`src/rtl/rv32_pkg.sv`:
```
// Shared RV32I pipeline definitions used by the fetch stage and its PC register.
package rv32_pkg;

    localparam logic [31:0] NOP_INSTR = 32'h0000_0013;

    typedef enum logic [1:0] {
        PCSRC_PLUS4  = 2'b00,
        PCSRC_TARGET = 2'b01,
        PCSRC_JALR   = 2'b10
    } pcsrc_t;

    typedef enum logic [1:0] {
        BOOT = 2'b00,
        RUN  = 2'b01,
        HALT = 2'b10
    } fetch_state_t;

endpackage

```
`src/rtl/pc_register.sv`:
```
// Program counter with enable, synchronous reset and the next-PC select mux.
import rv32_pkg::*;

module pc_register #(
    parameter logic [31:0] RESET_VECTOR = 32'h0000_0000,
    parameter int          XLEN         = 32
) (
    input  logic            clk,
    input  logic            rst,
    input  logic            en,
    input  logic [1:0]      pc_src,
    input  logic [XLEN-1:0] pc_target,
    input  logic [XLEN-1:0] alu_result,
    output logic [XLEN-1:0] pc,
    output logic [XLEN-1:0] pc_plus4,
    output logic [XLEN-1:0] next_pc
);

    assign pc_plus4 = pc + XLEN'(4);

    // Encoding 11 is unused and falls back to sequential fetch.
    always_comb begin
        next_pc = pc_plus4;
        case (pcsrc_t'(pc_src))
            PCSRC_TARGET: next_pc = pc_target;
            PCSRC_JALR:   next_pc = {alu_result[XLEN-1:1], 1'b0};
            default:      next_pc = pc_plus4;
        endcase
    end

    always_ff @(posedge clk) begin
        if (rst) begin
            pc <= RESET_VECTOR;
        end else if (en) begin
            pc <= next_pc;
        end
    end

endmodule

```
`src/rtl/fetch_stage.sv`:
```
// RV32I IF stage: PC, next-PC select, IF/ID register, stall/flush and boot FSM.
// Optional misaligned-redirect trap with HALT state is enabled by `define ALIGN_CHECK_EN.
import rv32_pkg::*;

module fetch_stage #(
    parameter logic [31:0] RESET_VECTOR = 32'h0000_0000,
    parameter int          XLEN         = 32
) (
    input  logic            clk,
    input  logic            rst,
    input  logic [1:0]      PCSrc,
    input  logic [XLEN-1:0] PCTargetE,
    input  logic [XLEN-1:0] ALUResultE,
    input  logic            StallF,
    input  logic            StallD,
    input  logic            FlushD,
    output logic [XLEN-1:0] imem_addr,
    input  logic [XLEN-1:0] imem_rdata,
    output logic [XLEN-1:0] InstrD,
    output logic [XLEN-1:0] PCD,
    output logic [XLEN-1:0] PCPlus4D,
    output logic            ValidD,
    output logic            MisalignF,
    output fetch_state_t    fetch_state
);

    fetch_state_t    state, state_next;
    logic [XLEN-1:0] pc, pc_plus4, next_pc;
    logic            pc_en, load_bubble, redirect, target_misaligned, set_misalign;

    pc_register #(
        .RESET_VECTOR(RESET_VECTOR),
        .XLEN        (XLEN)
    ) u_pc (
        .clk       (clk),
        .rst       (rst),
        .en        (pc_en),
        .pc_src    (PCSrc),
        .pc_target (PCTargetE),
        .alu_result(ALUResultE),
        .pc        (pc),
        .pc_plus4  (pc_plus4),
        .next_pc   (next_pc)
    );

    assign imem_addr         = pc;
    assign fetch_state       = state;
    assign redirect          = (PCSrc == 2'b01) || (PCSrc == 2'b10);
    assign target_misaligned = redirect && (next_pc[1:0] != 2'b00);

    always_ff @(posedge clk) begin
        if (rst) begin
            state <= BOOT;
        end else begin
            state <= state_next;
        end
    end

    // A redirect always moves the PC, even while the hazard unit stalls fetch.
    always_comb begin
        state_next   = state;
        pc_en        = 1'b0;
        load_bubble  = 1'b0;
        set_misalign = 1'b0;
        case (state)
            BOOT: begin
                load_bubble = 1'b1;
                state_next  = RUN;
            end
            RUN: begin
                pc_en = !StallF || redirect;
`ifdef ALIGN_CHECK_EN
                if (target_misaligned) begin
                    pc_en        = 1'b0;
                    set_misalign = 1'b1;
                    state_next   = HALT;
                end
`endif
            end
            default: begin
                load_bubble = 1'b1;
            end
        endcase
    end

`ifdef ALIGN_CHECK_EN
    always_ff @(posedge clk) begin
        if (rst) begin
            MisalignF <= 1'b0;
        end else if (set_misalign) begin
            MisalignF <= 1'b1;
        end
    end
`else
    logic unused_align;
    assign unused_align = target_misaligned ^ set_misalign;
    assign MisalignF    = 1'b0;
`endif

    always_ff @(posedge clk) begin
        if (rst) begin
            InstrD   <= NOP_INSTR;
            PCD      <= '0;
            PCPlus4D <= '0;
            ValidD   <= 1'b0;
        end else if (FlushD || load_bubble) begin
            InstrD   <= NOP_INSTR;
            PCD      <= '0;
            PCPlus4D <= '0;
            ValidD   <= 1'b0;
        end else if (!StallD) begin
            InstrD   <= imem_rdata;
            PCD      <= pc;
            PCPlus4D <= pc_plus4;
            ValidD   <= 1'b1;
        end
    end

endmodule

```
`config.mk`:
```
export PLATFORM = sky130hd
export DESIGN_NAME = fetch_stage
export DESIGN_NICKNAME = d
export VERILOG_FILES = /design/src/rtl/rv32_pkg.sv /design/src/rtl/pc_register.sv /design/src/rtl/fetch_stage.sv
export SDC_FILE = /design/constraint.sdc
export NUM_CORES = 1
export LEC_CHECK = 0
export ABC_AREA = 1
export CORE_MARGIN = 10
export CORE_UTILIZATION = 45
export DETAILED_ROUTE_END_ITERATION = 8
export GPL_ROUTABILITY_DRIVEN = 0
export HOLD_SLACK_MARGIN = 0.03
export PLACE_DENSITY = 0.89
export SLEW_MARGIN = 5
export SYNTH_ARGS = -nofsm -noshare
export SYNTH_HDL_FRONTEND = slang
export SYNTH_HIERARCHICAL = 1
export SYNTH_SLANG_ARGS = --single-unit
```
`constraint.sdc`:
```
create_clock -name clk -period 2 [get_ports clk]
set_input_delay 0.5 -clock clk [delete_from_list [all_inputs] [get_ports clk]]
set_output_delay 0.5 -clock clk [all_outputs]
set_load 0.005 [all_outputs]
```
==> impl_metrics.json <==
{
  "status": "completed",
  "port_buffers": 231,
  "setup_viol": 0,
  "pin_count": 235,
  "rsz0062_at_grt": "false",
  "crit_path_start_kind": "register",
  "powerDensity_nw_per_um2": 704.0,
  "die_h_um": 139.3,
  "place_area_um2": 8906,
  "grt_use_total": 0.2108,
  "clockRootBuffer": "clkbuf_16",
  "crit_chain": "clkdlybuf4s50_1",
  "nFillCells": 1152,
  "dp.cells": 1269,
  "hold_viol": 0,
  "endpoint_kind": "output pin",
  "wire_per_inst_um": 16.52,
  "h-tree-depth": 4,
  "fmax_mhz": 509.3,
  "netlist_instances": 882,
  "peakVddDrop_uv": 563.8,
  "synth.avg_cell_area_um2": 7.259,
  "diodes": 0,
  "cp.arrival_ns": 1.46,
  "slowest_delay_ns": 0.57,
  "finalMaxSlewViolations": 0,
  "fin_ws_ns": 0.03635,
  "drtIter0Drc": 522,
  "design.die.area_um2": 19400,
  "num_vias": 6585,
  "cts_buffers": 17,
  "max_cap_violations": 0,
  "grt_first_pass_wirelength_um": 33680,
  "ant_nets": 0,
  "hp-class": "register to register",
  "syn_area_um2": 6402,
  "relSlewSlack": 0.6417,
  "cts_tree": "yes",
  "firstDrtPassIters": 5,
  "crit_fanout": 6,
  "cp_slowest_cell": "clkdlybuf4s50_1",
  "fin_skew_ns": 0.006508,
  "drive_above_1_share": 0.1415,
  "cts.path.max_buffers": 2,
  "whs_ns": 0.4624,
  "min_period_ns": 1.964,
  "critPathTopFamily": "buffers and inverters",
  "finalCritPeriodShare": 0.9818,
  "required_ns": 1.50,
  "grt_pass1_vias": 6495,
  "core_um2": 13930,
  "dp_hpwl_um": 15740,
  "clk_latency_ns": 0.41,
  "start_util": 0.4595,
  "cts.sinks": 130,
  "cts.clk_slew.worst_paths_ns": 0.05,
  "dp_slack_ns": -0.2801,
  "grt_max_degree": 61,
  "worst-setup-path-type": "register to output pin",
  "routed_via_density": 5.077,
  "fin_cells": 1297,
  "yosys_warnings": 6,
  "grt.overflow.total": 0,
  "leakage_nw": 3.650,
  "areaGrowthSynthToFinish_pct": 47.82,
  "rows": 43,
  "wl_um": 21430,
  "tightest_slew_ns": 0.5375,
  "layout.nets": 1214,
  "antenna_found_initial": 0,
  "die_x_um": 139.3,
  "drc": 0,
  "path_buf_inv": 1,
  "final_area_um2": 9464
}
==> tightest hold or removal path, cell delays in order (launching register included) <==
cell and delay [ns]:
dfxtp_1 0.30, nand2_1 0.06, a21oi_1 0.05
==> power breakdown <==
part	internal [W]	switching, W	leakage [nW]	total (W)
logic	0.000517	0.000484	2.32	0.00100
registers	0.00268	0.000108	1.06	0.00278
clock network	0.00180	0.00107	0.269	0.00288
==> cells in the final DEF (no fill, tap or decap), types with 17 or more instances in the layout <==
cell type,instances
a21oi_1,50
a21oi_2,60
a22oi_1,27
buf_4,20
clkbuf_16,17
clkdlybuf4s50_1,230
dfxtp_1,121
inv_1,67
nand2_1,337
nand3_1,39
nor2_1,57
==> final cells by class <==
cell class / instances / area (um^2) / share of cell area
Clock buffer: 22 / 484.2 / 0.05116
Clock inverter: 6 / 57.56 / 0.006081
Inverter: 71 / 267.8 / 0.02829
Multi-Input combinational cell: 629 / 3183 / 0.3363
Sequential cell: 130 / 2614 / 0.2762
Tap cell: 180 / 225.2 / 0.02380
Timing Repair Buffer: 259 / 2633 / 0.2782
==> path summary, 6_finish.rpt <==
check | startpoint | endpoint | slack [ns] | cells after the start
worst max-delay path | u_pc/pc[13] | imem_addr[13] | 0.04 | 1
worst min-delay path | PCPlus4D[1] | PCPlus4D[1] | 0.46 | 2
worst max register to register | u_pc/pc[2] | u_pc/pc[16] | 0.26 | 10
worst min register to register | PCPlus4D[1] | PCPlus4D[1] | 0.46 | 2
==> sequential cells by signal, summed over array words and instances (netlist names) <==
name and cells:
InstrD 32, fetch_state 1, PCD 32, ValidD 1, PCPlus4D 32, u_pc/pc 32
==> through the flow <==
step                      total power (W)    util  TNS (ns)
final                            0.006662  0.6792         0
after detailed placement         0.003829  0.6391    -6.922
after global routing             0.006930  0.6792         0
after CTS                        0.006705  0.6781         0
after global placement           0.003803  0.6391    -5.924
after floorplan                  0.003292       -         0
==> repair_timing <==
| action | CTS | global route |
|---|---|---|
| endpoints found under the setup margin | 1 | 9 |
| hold buffers | 0 | 0 |
| buffers inserted | 0 | 0 |
| resized for setup | 1 | 9 |
==> routing by layer <==
layer / part of all wire / GRT usage
met1: 0.39 / 0.2378
met2: 0.50 / 0.3662
met3: 0.092 / 0.07111
met4: 0.017 / 0.06425
met5: 0 / 0
(Power assumes the default switching activity.)
